### config.mk
export PLATFORM = sky130hd
export DESIGN_NAME = register_dump_scanner_flat
export DESIGN_NICKNAME = d
export VERILOG_FILES = /design/src/rtl/register_dump_scanner_if.sv /design/src/rtl/register_dump_scanner.sv /design/src/flat_wrapper.sv
export SDC_FILE = /design/constraint.sdc
export NUM_CORES = 1
export LEC_CHECK = 0
export ABC_AREA = 0
export CAP_MARGIN = 10
export CELL_PAD_IN_SITES_DETAIL_PLACEMENT = 0
export CELL_PAD_IN_SITES_GLOBAL_PLACEMENT = 1
export CORE_MARGIN = 3
export CORE_UTILIZATION = 31
export DETAILED_ROUTE_END_ITERATION = 7
export GPL_TIMING_DRIVEN = 0
export PLACE_DENSITY = 0.84
export SYNTH_ARGS = -nofsm -noshare
export SYNTH_HDL_FRONTEND = slang
export SYNTH_SLANG_ARGS = --single-unit
export TNS_END_PERCENT = 30
### constraint.sdc
create_clock -name clk -period 2.3 [get_ports clk]
set_clock_uncertainty 0.1 [all_clocks]
set_input_delay 0.23 -clock clk [delete_from_list [all_inputs] [get_ports clk]]
set_output_delay 0.23 -clock clk [all_outputs]
set_load 0.02 [all_outputs]
### src/rtl/register_dump_scanner_if.sv
// ---------------------------------------------------------------------------
// register_dump_scanner_if
//   Bundles the control, CPU debug-port and frame-stream signals of the
//   register dump scanner.
//
//   slave  : the scanner itself (consumes start/abort/pcIn/readDataDebug/
//            outReady, drives the debug address and the frame stream)
//   master : whoever drives the scanner (CPU wrapper, trace sink, bench)
//
//   start             begin a frame (only honoured while idle)
//   abort             synchronous frame abort
//   pcIn              CPU program counter, snapshotted into the header word
//   readRegisterDebug debug register address presented to the CPU
//   readDataDebug     debug register data returned by the CPU
//   outValid/outReady word handshake
//   outData           frame word
//   outIndex          0..31 register number, 6'h3F for the PC header
//   busy              frame in progress
//   done              one-cycle pulse after the final word is accepted
// ---------------------------------------------------------------------------
interface register_dump_scanner_if;
    logic        start;
    logic        abort;
    logic [31:0] pcIn;
    logic [4:0]  readRegisterDebug;
    logic [31:0] readDataDebug;
    logic        outValid;
    logic        outReady;
    logic [31:0] outData;
    logic [5:0]  outIndex;
    logic        busy;
    logic        done;

    modport slave (
        input  start,
        input  abort,
        input  pcIn,
        input  readDataDebug,
        input  outReady,
        output readRegisterDebug,
        output outValid,
        output outData,
        output outIndex,
        output busy,
        output done
    );

    modport master (
        output start,
        output abort,
        output pcIn,
        output readDataDebug,
        output outReady,
        input  readRegisterDebug,
        input  outValid,
        input  outData,
        input  outIndex,
        input  busy,
        input  done
    );
endinterface

### src/rtl/register_dump_scanner.sv
// ---------------------------------------------------------------------------
// register_dump_scanner
//   Walks the CPU register file through its debug read port and streams a
//   frame of words: a PC header (index 6'h3F) followed by registers
//   FIRST_REG..LAST_REG in ascending order.
//
//   Parameters
//     FIRST_REG     first register index scanned (0..31)
//     LAST_REG      last register index scanned (FIRST_REG..31)
//     SETTLE_CYCLES cycles the debug address is held before capture (1..15)
//
//   Ports
//     clk  rising-edge clock
//     rst  asynchronous active-high reset
//     bus  register_dump_scanner_if.slave (see interface header)
//
//   state   | meaning
//   --------+-------------------------------------------------------------
//   IDLE    | waiting for start; debug address holds last scanned value
//   HEADER  | PC header word offered on the stream
//   ADDR    | debug address stable, settle counter running down
//   SEND    | captured register word offered on the stream
//   DONE    | one-cycle done pulse, start ignored
// ---------------------------------------------------------------------------
module register_dump_scanner #(
    parameter int unsigned FIRST_REG     = 0,
    parameter int unsigned LAST_REG      = 31,
    parameter int unsigned SETTLE_CYCLES = 1
) (
    input  logic                  clk,
    input  logic                  rst,
    register_dump_scanner_if.slave bus
);

    localparam logic [4:0] FIRST_A   = FIRST_REG[4:0];
    localparam logic [4:0] LAST_A    = LAST_REG[4:0];
    localparam logic [3:0] SETTLE_M1 = 4'(SETTLE_CYCLES - 1);
    localparam logic [5:0] PC_INDEX  = 6'h3F;

    typedef enum logic [2:0] {
        S_IDLE,
        S_HEADER,
        S_ADDR,
        S_SEND,
        S_DONE
    } state_t;

    state_t      state_q,  state_d;
    logic [4:0]  addr_q,   addr_d;
    logic [3:0]  settle_q, settle_d;
    logic [4:0]  dbg_q,    dbg_d;
    logic [31:0] data_q,   data_d;
    logic [5:0]  index_q,  index_d;

    always_ff @(posedge clk or posedge rst) begin
        if (rst) begin
            state_q  <= S_IDLE;
            addr_q   <= FIRST_A;
            settle_q <= 4'd0;
            dbg_q    <= 5'd0;
            data_q   <= 32'd0;
            index_q  <= 6'd0;
        end else begin
            state_q  <= state_d;
            addr_q   <= addr_d;
            settle_q <= settle_d;
            dbg_q    <= dbg_d;
            data_q   <= data_d;
            index_q  <= index_d;
        end
    end

    always_comb begin
        state_d  = state_q;
        addr_d   = addr_q;
        settle_d = settle_q;
        dbg_d    = dbg_q;
        data_d   = data_q;
        index_d  = index_q;

        case (state_q)
            S_IDLE: begin
                if (bus.start) begin
                    data_d  = bus.pcIn;
                    index_d = PC_INDEX;
                    state_d = S_HEADER;
                end
            end

            // abort outranks a coincident handshake in every busy state
            S_HEADER: begin
                if (bus.abort) begin
                    state_d = S_IDLE;
                end else if (bus.outReady) begin
                    addr_d   = FIRST_A;
                    dbg_d    = FIRST_A;
                    settle_d = SETTLE_M1;
                    state_d  = S_ADDR;
                end
            end

            // settle counter is loaded with SETTLE_CYCLES-1 so the address is
            // presented for exactly SETTLE_CYCLES cycles before capture
            S_ADDR: begin
                if (bus.abort) begin
                    state_d = S_IDLE;
                end else if (settle_q == 4'd0) begin
                    data_d  = bus.readDataDebug;
                    index_d = {1'b0, addr_q};
                    state_d = S_SEND;
                end else begin
                    settle_d = settle_q - 4'd1;
                end
            end

            // termination is by compare, so LAST_REG=31 never wraps to 0
            S_SEND: begin
                if (bus.abort) begin
                    state_d = S_IDLE;
                end else if (bus.outReady) begin
                    if (addr_q == LAST_A) begin
                        state_d = S_DONE;
                    end else begin
                        addr_d   = addr_q + 5'd1;
                        dbg_d    = addr_q + 5'd1;
                        settle_d = SETTLE_M1;
                        state_d  = S_ADDR;
                    end
                end
            end

            S_DONE: begin
                state_d = S_IDLE;
            end

            default: begin
                state_d = S_IDLE;
            end
        endcase
    end

    // handshake-facing outputs come straight from registered state
    assign bus.outValid          = (state_q == S_HEADER) || (state_q == S_SEND);
    assign bus.busy              = (state_q == S_HEADER) || (state_q == S_ADDR) ||
                                   (state_q == S_SEND);
    assign bus.done              = (state_q == S_DONE);
    assign bus.readRegisterDebug = dbg_q;
    assign bus.outData           = data_q;
    assign bus.outIndex          = index_q;

endmodule
### src/flat_wrapper.sv
// flat-port wrapper written by rule: the top's interface ports become plain ports
module register_dump_scanner_flat 
#(
    parameter int unsigned FIRST_REG     = 0,
    parameter int unsigned LAST_REG      = 31,
    parameter int unsigned SETTLE_CYCLES = 1
)
  (clk, rst, bus_start, bus_abort, bus_pcIn, bus_readDataDebug, bus_outReady, bus_readRegisterDebug, bus_outValid, bus_outData, bus_outIndex, bus_busy, bus_done);
  register_dump_scanner_if bus_i ();
  input  logic clk;
  input  logic rst;
  input wire logic [$bits(bus_i.start)-1:0] bus_start;
  input wire logic [$bits(bus_i.abort)-1:0] bus_abort;
  input wire logic [$bits(bus_i.pcIn)-1:0] bus_pcIn;
  input wire logic [$bits(bus_i.readDataDebug)-1:0] bus_readDataDebug;
  input wire logic [$bits(bus_i.outReady)-1:0] bus_outReady;
  output wire logic [$bits(bus_i.readRegisterDebug)-1:0] bus_readRegisterDebug;
  output wire logic [$bits(bus_i.outValid)-1:0] bus_outValid;
  output wire logic [$bits(bus_i.outData)-1:0] bus_outData;
  output wire logic [$bits(bus_i.outIndex)-1:0] bus_outIndex;
  output wire logic [$bits(bus_i.busy)-1:0] bus_busy;
  output wire logic [$bits(bus_i.done)-1:0] bus_done;
  assign bus_i.start = bus_start;
  assign bus_i.abort = bus_abort;
  assign bus_i.pcIn = bus_pcIn;
  assign bus_i.readDataDebug = bus_readDataDebug;
  assign bus_i.outReady = bus_outReady;
  assign bus_readRegisterDebug = bus_i.readRegisterDebug;
  assign bus_outValid = bus_i.outValid;
  assign bus_outData = bus_i.outData;
  assign bus_outIndex = bus_i.outIndex;
  assign bus_busy = bus_i.busy;
  assign bus_done = bus_i.done;
  register_dump_scanner #(.FIRST_REG(FIRST_REG), .LAST_REG(LAST_REG), .SETTLE_CYCLES(SETTLE_CYCLES)) u_core (.clk(clk), .rst(rst), .bus(bus_i));
endmodule
=== Word-level counts from Yosys, hierarchy flattened ===
Cells that the tools add are included.
W data, S select, Z words.

* Bits in registers: 50
* Bits of input ports: 69
* Output and inout port bits: 46
* Logic and storage cells: 67

* Add/subtract/negate cells: 2
* Eq/ne operators: 17
* Multiplexer cells: 31
* Reductions and logical operators: 12

{| class="wikitable"
|+ Operator list
! cell !! number
|-
| $mux W32 || 3
|-
| $pmux W32 S2 || 1
|-
| $mux W4 || 7
|-
| $mux W5 || 5
|-
| $mux W3 || 8
|-
| $mux W6 || 3
|-
| $ne A2 B2 Y1 const B || 8
|-
| $pmux W3 S4 || 1
|-
| $pmux W4 S3 || 1
|-
| $pmux W6 S2 || 1
|-
| $pmux W5 S2 || 1
|-
| $reduce_and A4 Y1 || 2
|-
| $reduce_and A8 Y1 || 1
|-
| $eq A3 B2 Y1 const B || 2
|-
| $ne A3 B3 Y1 const B || 2
|-
| $reduce_and A6 Y1 || 1
|-
| $add A5 B1 Y5 const B || 1
|-
| $eq A5 B5 Y1 const B || 1
|-
| $logic_not A4 Y1 || 1
|-
| $reduce_bool A2 Y1 || 2
|-
| $sub A4 B1 Y4 const B || 1
|-
| $eq A3 B1 Y1 const B || 1
|-
| $eq A3 B3 Y1 const B || 1
|-
| $logic_not A3 Y1 || 1
|-
| other kinds (4) || 6
|}

=== Depth between registers and ports, before layout ===
Gate-level depths: netlist of run 1.

* Word-level depth: 5
* Mapped depth: 8
* Gate-level depth less buffers: 7

=== Least setup slack after synthesis of run 1 ===
Ideal clock, no wire load.

* Path kind: register to register
* From: register u_core.addr_q[0]
* To: register u_core.addr_q[3]
* Setup time: 0.110 ns
* Arrival time: 1.692 ns
* Data required time: 2.090 ns
* Path slack: 0.397 ns
* Cell stages (with the launch flop): 7
* Path buffers: 0
* Clock period less this slack: 1.903 ns
* Cell sequence: dfrtp_1 ha_1 and3_1 ha_1 nand2_1 nand4b_2 o41ai_1

* Longest elaborated chain between the ends: 5
* Elaborated cells between the ends (all ways): 8
* Those cells by class: add/sub (1); eq/ne (2); mux (4); reduce/logical (1)

{| class="wikitable"
|+ RTL lines
! item !! RTL line !! text
|-
| start, declared || register_dump_scanner.sv:49 || <nowiki>logic [4:0] addr_q, addr_d;</nowiki>
|-
| start signal, assigned || register_dump_scanner.sv:65 || <nowiki>addr_q <= addr_d;</nowiki>
|-
| $add A5 B1 Y5 || register_dump_scanner.sv:124 || <nowiki>addr_d = addr_q + 5'd1;</nowiki>
|-
| $mux W5 || register_dump_scanner.sv:121 || <nowiki>if (addr_q == LAST_A) begin</nowiki>
|-
| $mux W5 || register_dump_scanner.sv:120 || <nowiki>end else if (bus.outReady) begin</nowiki>
|-
| $mux W5 || register_dump_scanner.sv:118 || <nowiki>if (bus.abort) begin</nowiki>
|-
| $pmux W5 S2 || register_dump_scanner.sv:81 || <nowiki>case (state_q)</nowiki>
|}

Parallel ways exist; a longest one is shown, timed or not. The select of a mux whose other input is x is not followed.
A chain may end at the register's enable or synchronous reset.

=== Worst setup path in the final report of run 1 ===
* From: register u_core.state_q[1]
* To: output port bus_done

* Longest elaborated chain between the ends: 1

{| class="wikitable"
|+ RTL lines
! item !! RTL line !! text
|-
| start, declared || register_dump_scanner.sv:48 || <nowiki>state_t state_q, state_d;</nowiki>
|-
| start signal, assigned || register_dump_scanner.sv:64 || <nowiki>state_q <= state_d;</nowiki>
|-
| $eq A3 B3 Y1 || register_dump_scanner.sv:146 || <nowiki>assign bus.done = (state_q == S_DONE);</nowiki>
|-
| end, declared || flat_wrapper.sv:22 || <nowiki>output wire logic [$bits(bus_i.done)-1:0] bus_done;</nowiki>
|}

No other way between the ends.

==> results summary, run 1 <==
The run finished with clean final reports. After synthesis, flip-flops and latches occupy 49.2% of the total area. STA classifies the critical path endpoint as an output port.

The die outline area is 0.00933 mm2. The register area is 0.00125 mm2. The count of max-cap constraint violations is 0. The synthesized design contains 50 register bits. The post-synth design cell area is 0.00254 mm2. The class of the most critical hold timing path is in2async. The share of total power dissipated in sequential elements is 30.7%. The beginning of the critical path is u_core.state_q[1]$_DFFE_PP0P_. By count the netlist is led by 50 x sky130_fd_sc_hd__dfrtp_1, 44 x sky130_fd_sc_hd__nand2_1, 32 x sky130_fd_sc_hd__mux2i_1. The worst setup path is launched from a register. When the netlist entered floorplanning its net count stood at 313. The routed layout has 2155 vias. The height of the die is 96.6 um.

The fraction of final layout cells with drive strength greater than 1 is 12.9%. The most used flip-flop cell after synthesis is sky130_fd_sc_hd__dfrtp_1. The combinational fraction of design power came out at 57.8%. The critical path goes through buf_2 -> nor2_1 -> and2_1 -> clkdlybuf4s50_1. Global routing used 17.0% of the available met1 tracks. The number of instances in the synthesized netlist is 240. The cell area power density is 1190 mW/mm2. The final hold slack is 0.201 ns. The transition time at the pin with the least slew margin came out at 0.576 ns. The data arrival time at the worst-slack endpoint came out at 1.73 ns.

The average footprint of a synthesized cell is 10.6 um2. The final layout contains 435 nets. The clock latency reported for the late side of the worst-skew pair is 0.30 ns. CTS built an H-tree with a depth of 2.

Hold repair after CTS inserted 0 buffers. The global-route track usage on met2 is 22.5%. The length of the first detailed-routing pass in iterations came out at 4. The via count of the first global-routing pass is 2080.

For the worst setup path, the data required time is 1.97 ns. The average wire length per cell after detail routing is 13.7 um. At the end of routability-driven placement, the weighted congestion stood at 0.722. Across the VDD grid, the largest voltage drop is 0.590 mV. The time the worst path needs with I/O delays and setup came out at 2.06 ns. The switching share of total power came out at 40.3%. The core region is 0.00785 mm2. Yosys mapped the design onto 34 distinct sky130hd cell types. The cell taking the most area after synthesis is sky130_fd_sc_hd__dfrtp_1.

The number of setup buffers added after CTS came out at 0. The detailed-route wire length came out at 6.37 mm. The count of buffers inserted at the top-level ports is 114.

The site row count is 32. For met3 alone, demand over resource in global routing was 4.11%. The net switching component of the power is 1.89 mW. The starting utilization of the core area came out at 32.4%. The clock network burns 11.4% of the power. The number of DRC markers in iteration 0 came out at 57.

The initial antenna violation count came out at 0. Global routing consumed, over all layers together, 13.4% of the routing resources. By startpoint and endpoint, the worst setup path is classified as reg2out. The part of the cycle the worst path needs is 89.8%.

The count of warnings emitted by yosys came out at 0. The reported leakage power is 1.65 nW. After detailed routing, the number of remaining DRC violations is 0. Yosys instantiated no cell more often than sky130_fd_sc_hd__dfrtp_1. The largest stage delay on the critical path came out at 0.59 ns. In this run the worst path has a maximum fanout of 9. The total negative setup slack is 0 ns. The clock net sink count came out at 50. The number of cells after detailed placement came out at 457.

Yosys attributes the largest share of cell area to sky130_fd_sc_hd__dfrtp_1 49%, sky130_fd_sc_hd__mux2i_1 13%, sky130_fd_sc_hd__nand2_1 6.5%, sky130_fd_sc_hd__o21ai_2 5.9%, sky130_fd_sc_hd__buf_6 3.1%. The number of diodes added for antenna fixing came out at 0. The first global-routing pass estimated 9.78 mm of wire.

The count of final max-slew check failures is 0. The reg2reg setup slack came out at 0.30 ns. In this run the tightest slew margin relative to its limit is 61.5%. The overall power is 4.69 mW.

The TritonCTS clock tree is done. Derived from the worst setup path, the maximum achievable clock frequency is 484 MHz. The root buffer cell chosen for the clock tree is sky130_fd_sc_hd__clkbuf_8. The clock-pin transition on the worst setup and hold timing paths came out at 0.09 ns. The total clock buffers created by CTS came out at 5. The internal portion of the total power is 2.80 mW. The remaining global-route overflow came out at 0.

The floorplan die width came out at 96.6 um. The final count of hold timing violations is 0. The maximum number of buffers from clock root to sink came out at 2. Setup violations remaining at the end of the flow were counted as 0. The layout overhead on the synthesized area came out at 54.4%. The area share of the largest cell type after synthesis came out at 49.2%. Excluding fillers, the count of instances in the completed layout stands at 465. The total of cells resized after clock tree synthesis is 0. Pin placement for this block handled 115 I/O pins. The fill cell instance count of the final layout is 743. The number of enable flip-flop cells after synthesis is 0. Using the TritonRoute via totals, the vias-per-cell ratio works out to 4.63. Summing all multi-input logic gate instances after layout gives 0.00115 mm2. The fraction of the core area covered by cells at the end of the flow came out at 50.0%. The largest individual stage delay along the critical path comes from the cell sky130_fd_sc_hd__clkdlybuf4s50_1.

The async set-reset flop share out of synthesis is 100%. The half-perimeter wire length after placement is 4.88 mm. Setup repair after global routing left no endpoint under its margin. In this run the remaining antenna-violating nets after routing total 0. The global routing stage identified its most utilized layer as met2. In this run the critical register-to-register path is launched from u_core.addr_q[0]$_DFFE_PP0P_. Entering global routing, the biggest net connects 27 pins.
## layout make-up
| cell class | instances | area share, % |
|---|---|---|
| inverters | 3 | 0.287 |
| clock inverters | 2 | 0.319 |
| well taps | 102 | 3.25 |
| multi-input cells | 172 | 29.3 |
| repair buffers | 115 | 29.6 |
| flip-flops and latches | 50 | 31.9 |
| clock buffers | 6 | 2.10 |
| plain buffers | 15 | 3.28 |
## placed cells by master, fill, tap and decap left out, drive strengths merged
| cell type | count |
|---|---|
| nand2 | 44 |
| ha | 4 |
| dfrtp | 50 |
| o22a | 1 |
| nor3 | 2 |
| o41ai | 1 |
| a21oi | 6 |
| nor3b | 3 |
| nand4b | 1 |
| o32ai | 1 |
| clkdlybuf4s50 | 114 |
| clkinv | 1 |
| nor4b | 2 |
| nand3b | 1 |
| o21ai | 39 |
| clkbuf | 8 |
| and2 | 2 |
| and3 | 1 |
| nand2b | 4 |
| inv | 3 |
| buf | 14 |
| mux2i | 32 |
| a31oi | 4 |
| or3b | 1 |
| nand3 | 4 |
| nor2 | 14 |
| nor2b | 3 |
| o21a | 1 |
| nor4 | 1 |
| clkinvlp | 1 |
## worst paths after layout
path,to,cells past startpoint
min in group clk,u_core.bus.outData[27]$_DFFE_PP0P_,2
hold reg to reg,u_core.bus.outData[27]$_DFFE_PP0P_,2
max in group asynchronous,u_core.bus.outData[16]$_DFFE_PP0P_,3
setup / recovery,bus_done,4
hold / removal,u_core.bus.outIndex[1]$_DFFE_PP0P_,2
setup reg to reg,u_core.addr_q[3]$_DFFE_PP0P_,6
## worst max-delay path, delay by kind of cell, from the launching register on
family / cells / cell delay [ns]
buffers and inverters: 2 / 0.76
DFF: 1 / 0.37
and+or+nand+nor: 2 / 0.30
## metal layers
metal  vias to the layer above  wire, um
li1                       1077         -
met1                       999      2660
met2                        74      3060
met3                         5       608
met4                         0        46
met5                         -         0
## cells by family after synthesis
group / Yosys count / synth area share (%)
compound gates: 53 / 13.8
fa+ha+maj: 4 / 1.97
buf+inv: 18 / 5.51
flops: 50 / 49.2
mux: 32 / 12.6
simple gates: 83 / 16.9
## power by group through the flow
stage,Sequential [mW],Clock [mW],Combinational (mW)
floorplan,1.83,0,1.31
global placement,1.45,0,2.72
detailed placement,1.46,0,2.76
CTS,1.44,0.568,2.77
global route,1.49,0.600,2.95
finish,1.44,0.536,2.71
## registers in the layout (all words and copies together) (netlist names)
register,count
u_core.addr_q,5
u_core.bus.outData,32
u_core.bus.outIndex,6
u_core.settle_q,4
u_core.state_q,3
## metrics by stage
stage                     setup slack, ns  instance area (um2)
after floorplan                     0.397                 2540
after global placement             -0.290                 3810
after detailed placement            0.256                 3830
after CTS                           0.210                 3930
after global routing                0.125                 3930
final                               0.236                 3930
No activity file was read; power rests on OpenSTA's default activity.
==> run 2: changes to the inputs <==
--- a/config.mk
+++ b/config.mk
@@ -5,7 +5,6 @@
 export SDC_FILE = /design/constraint.sdc
 export NUM_CORES = 1
 export LEC_CHECK = 0
-export ABC_AREA = 0
 export CAP_MARGIN = 10
 export CELL_PAD_IN_SITES_DETAIL_PLACEMENT = 0
 export CELL_PAD_IN_SITES_GLOBAL_PLACEMENT = 1
@@ -13,7 +12,7 @@
 export CORE_UTILIZATION = 31
 export DETAILED_ROUTE_END_ITERATION = 7
 export GPL_TIMING_DRIVEN = 0
-export PLACE_DENSITY = 0.84
+export PLACE_DENSITY_LB_ADDON = 0.1
 export SYNTH_ARGS = -nofsm -noshare
 export SYNTH_HDL_FRONTEND = slang
 export SYNTH_SLANG_ARGS = --single-unit
==> results summary, run 2 (same netlist as run 1, synthesis figures left out) <==
The worst setup path is of the reg2out kind. The maximum number of pins on one net before global-route repair came out at 28. The reported leakage power came out at 1.64 nW. The detailed-route wire length came out at 6.43 mm. The worst register-to-register path begins at u_core.addr_q[0]$_DFFE_PP0P_. The clock net sink count is 50. Once detail routing completed, the nets flagged for antenna violations numbered 0. The total number of vias is 2137. Max-cap violations in this run came to 0. In the final routed layout, each cell accounts on average for 13.8 um. The final hold slack came out at 0.195 ns. The number of DRC markers in iteration 0 came out at 40.

Hold repair after CTS inserted 0 buffers. The time the worst path needs with I/O delays and setup came out at 2.05 ns. The layout overhead on the synthesized area is 53.7%. In this design, the stage delay of the slowest critical-path cell is 0.59 ns. TritonCTS created 5 clock buffers. The final weighted congestion in routability-driven placement is 0.706. The via count of the first global-routing pass is 2014. The total of cells resized after clock tree synthesis came out at 0. The path class of the tightest hold or removal check is in2async.

The half-perimeter wire length after placement is 4.93 mm. Setup slack on the critical path of the routed design comes to 0.251 ns. Setup total negative slack on the finished layout was measured at 0 ns. The number of setup buffers added after CTS is 0.

The site row count came out at 32. The pre-antenna-repair detailed-routing pass consisted of 4 iterations. The final count of hold timing violations came out at 0.

The run finished with clean final reports. The wire length of the first global-routing pass came out at 9.82 mm. In this run the power density over the cells is 1190 mW/mm2.

Walking the worst path, the cells encountered are buf_2 -> nor2_1 -> and2_1 -> clkdlybuf4s50_1. The post-place setup slack is 0.274 ns. The total met3 wirelength after detailed routing came out at 571 um. The register with the most flip-flops in the layout has 32 of them.

Tracing the worst setup path back leads to its startpoint at u_core.state_q[1]$_DFFE_PP0P_. The fill cell instance count of the final layout is 779. The net count of the finished layout is 435. Setup repair after global routing left no endpoint under its margin. The fraction of final layout cells with drive strength greater than 1 came out at 12.2%. The floorplan die width is 96.6 um. The floorplan step defined a die boundary enclosing 0.00933 mm2. The maximum number of buffers from clock root to sink is 2. The maximum frequency from static timing analysis came out at 488 MHz.

The H-tree was split into 2 levels. STA classifies the critical path endpoint as an output port. The number of vias per cell is 4.61.

The remaining global-route overflow is 0. The DRC violation count after routing came out at 0. The slowest stage of the critical path belongs to the cell sky130_fd_sc_hd__clkdlybuf4s50_1.

The sort of element at the start of the critical path is a register. Leaving out fill and tap cells, the most frequent cell in the layout is sky130_fd_sc_hd__clkdlybuf4s50_1. The worst slew margin relative to its limit is 63.0%.

The length of routed met2 wiring came out at 2.98 mm. TritonCTS built the clock tree. At the worst endpoint, the arrival time is 1.72 ns.

Pin placement for this block handled 115 I/O pins. The overall routing resource usage is 13.6%. The number of diodes added for antenna fixing is 0. The met1 wire length came out at 2.80 mm. The design draws 4.63 mW. For the pin with the worst max-slew slack, the measured transition is 0.554 ns. The tree is rooted in a sky130_fd_sc_hd__clkbuf_8.

The count of final max-slew check failures is 0. The highest fanout seen on the critical path is 9. The initial antenna violation count came out at 0. The count of endpoints failing setup in the final report is 0.

The part of the cycle the worst path needs is 89.1%. Once layout is complete, the utilization of the core stands at 49.8%. The critical path data required time came out at 1.97 ns. The height of the die came out at 96.6 um. The total area inside the core boundary comes to 0.00785 mm2. Routed signal wires occupy layers up through met4. IR analysis of the VDD net gives a maximum drop of 0.533 mV. The library cells used most frequently in the layout, excluding fill and tap cells, are 114 x sky130_fd_sc_hd__clkdlybuf4s50_1, 50 x sky130_fd_sc_hd__dfrtp_1, 44 x sky130_fd_sc_hd__nand2_1. Once the floorplan was initialized, standard cells occupied 32.4% of the core. The clock latency reported for the late side of the worst-skew pair came out at 0.30 ns. The clock-pin transition on the worst setup and hold timing paths came out at 0.09 ns. The count of buffers inserted at the top-level ports is 114.
## run 2: cell types whose count changed in the layout (fill, tap and decap cells not counted), sizes merged
cell      before  now
clkinv         1    0
clkinvlp       1    0
clkbuf         8    9
## run 2: path summary, 6_finish.rpt
| kind | end | slack (ns) | cells past startpoint |
|---|---|---|---|
| worst min register to register | u_core.bus.outData[23]$_DFFE_PP0P_ | 0.38 | 2 |
| worst min-delay path | u_core.bus.outData[10]$_DFFE_PP0P_ | 0.20 | 2 |
| max in group asynchronous | u_core.bus.outData[19]$_DFFE_PP0P_ | 1.37 | 3 |
| min in group clk | u_core.bus.outData[23]$_DFFE_PP0P_ | 0.38 | 2 |
| worst max-delay path | bus_done | 0.25 | 4 |
| worst max register to register | u_core.addr_q[3]$_DFFE_PP0P_ | 0.30 | 6 |
## run 2: layer usage
metal	vias up	GRT usage, %
met5	-	0
met3	6	3.87
li1	1078	-
met1	986	17.9
met2	67	21.8
met4	0	4.09
## run 2: final cells by class
cell class | instances | area, um2 | share of cell area, %
Timing Repair Buffer | 115 | 1160 | 29.7
Inverter | 3 | 11.3 | 0.288
Tap cell | 102 | 128 | 3.27
Sequential cell | 50 | 1250 | 32.0
Clock buffer | 7 | 76.3 | 1.95
Buffer | 15 | 129 | 3.30
Multi-Input combinational cell | 172 | 1150 | 29.5
## run 2: metrics by stage
stage | cells | instance area, um2
floorplan | 240 | 2540
global placement | 456 | 3810
detailed placement | 457 | 3830
CTS | 464 | 3910
global route | 464 | 3910
finish | 464 | 3910
## run 2: critical path: cells and delay by family, from the launching register on
family	cells	cell delay (ns)
buffers and inverters	2	0.76
DFF	1	0.36
and+or+nand+nor	2	0.30
## run 2: report_power, final
part	total, mW	switching [mW]	internal (mW)
clock	0.482	0.272	0.210
combinational	2.72	1.41	1.31
sequential	1.43	0.185	1.24
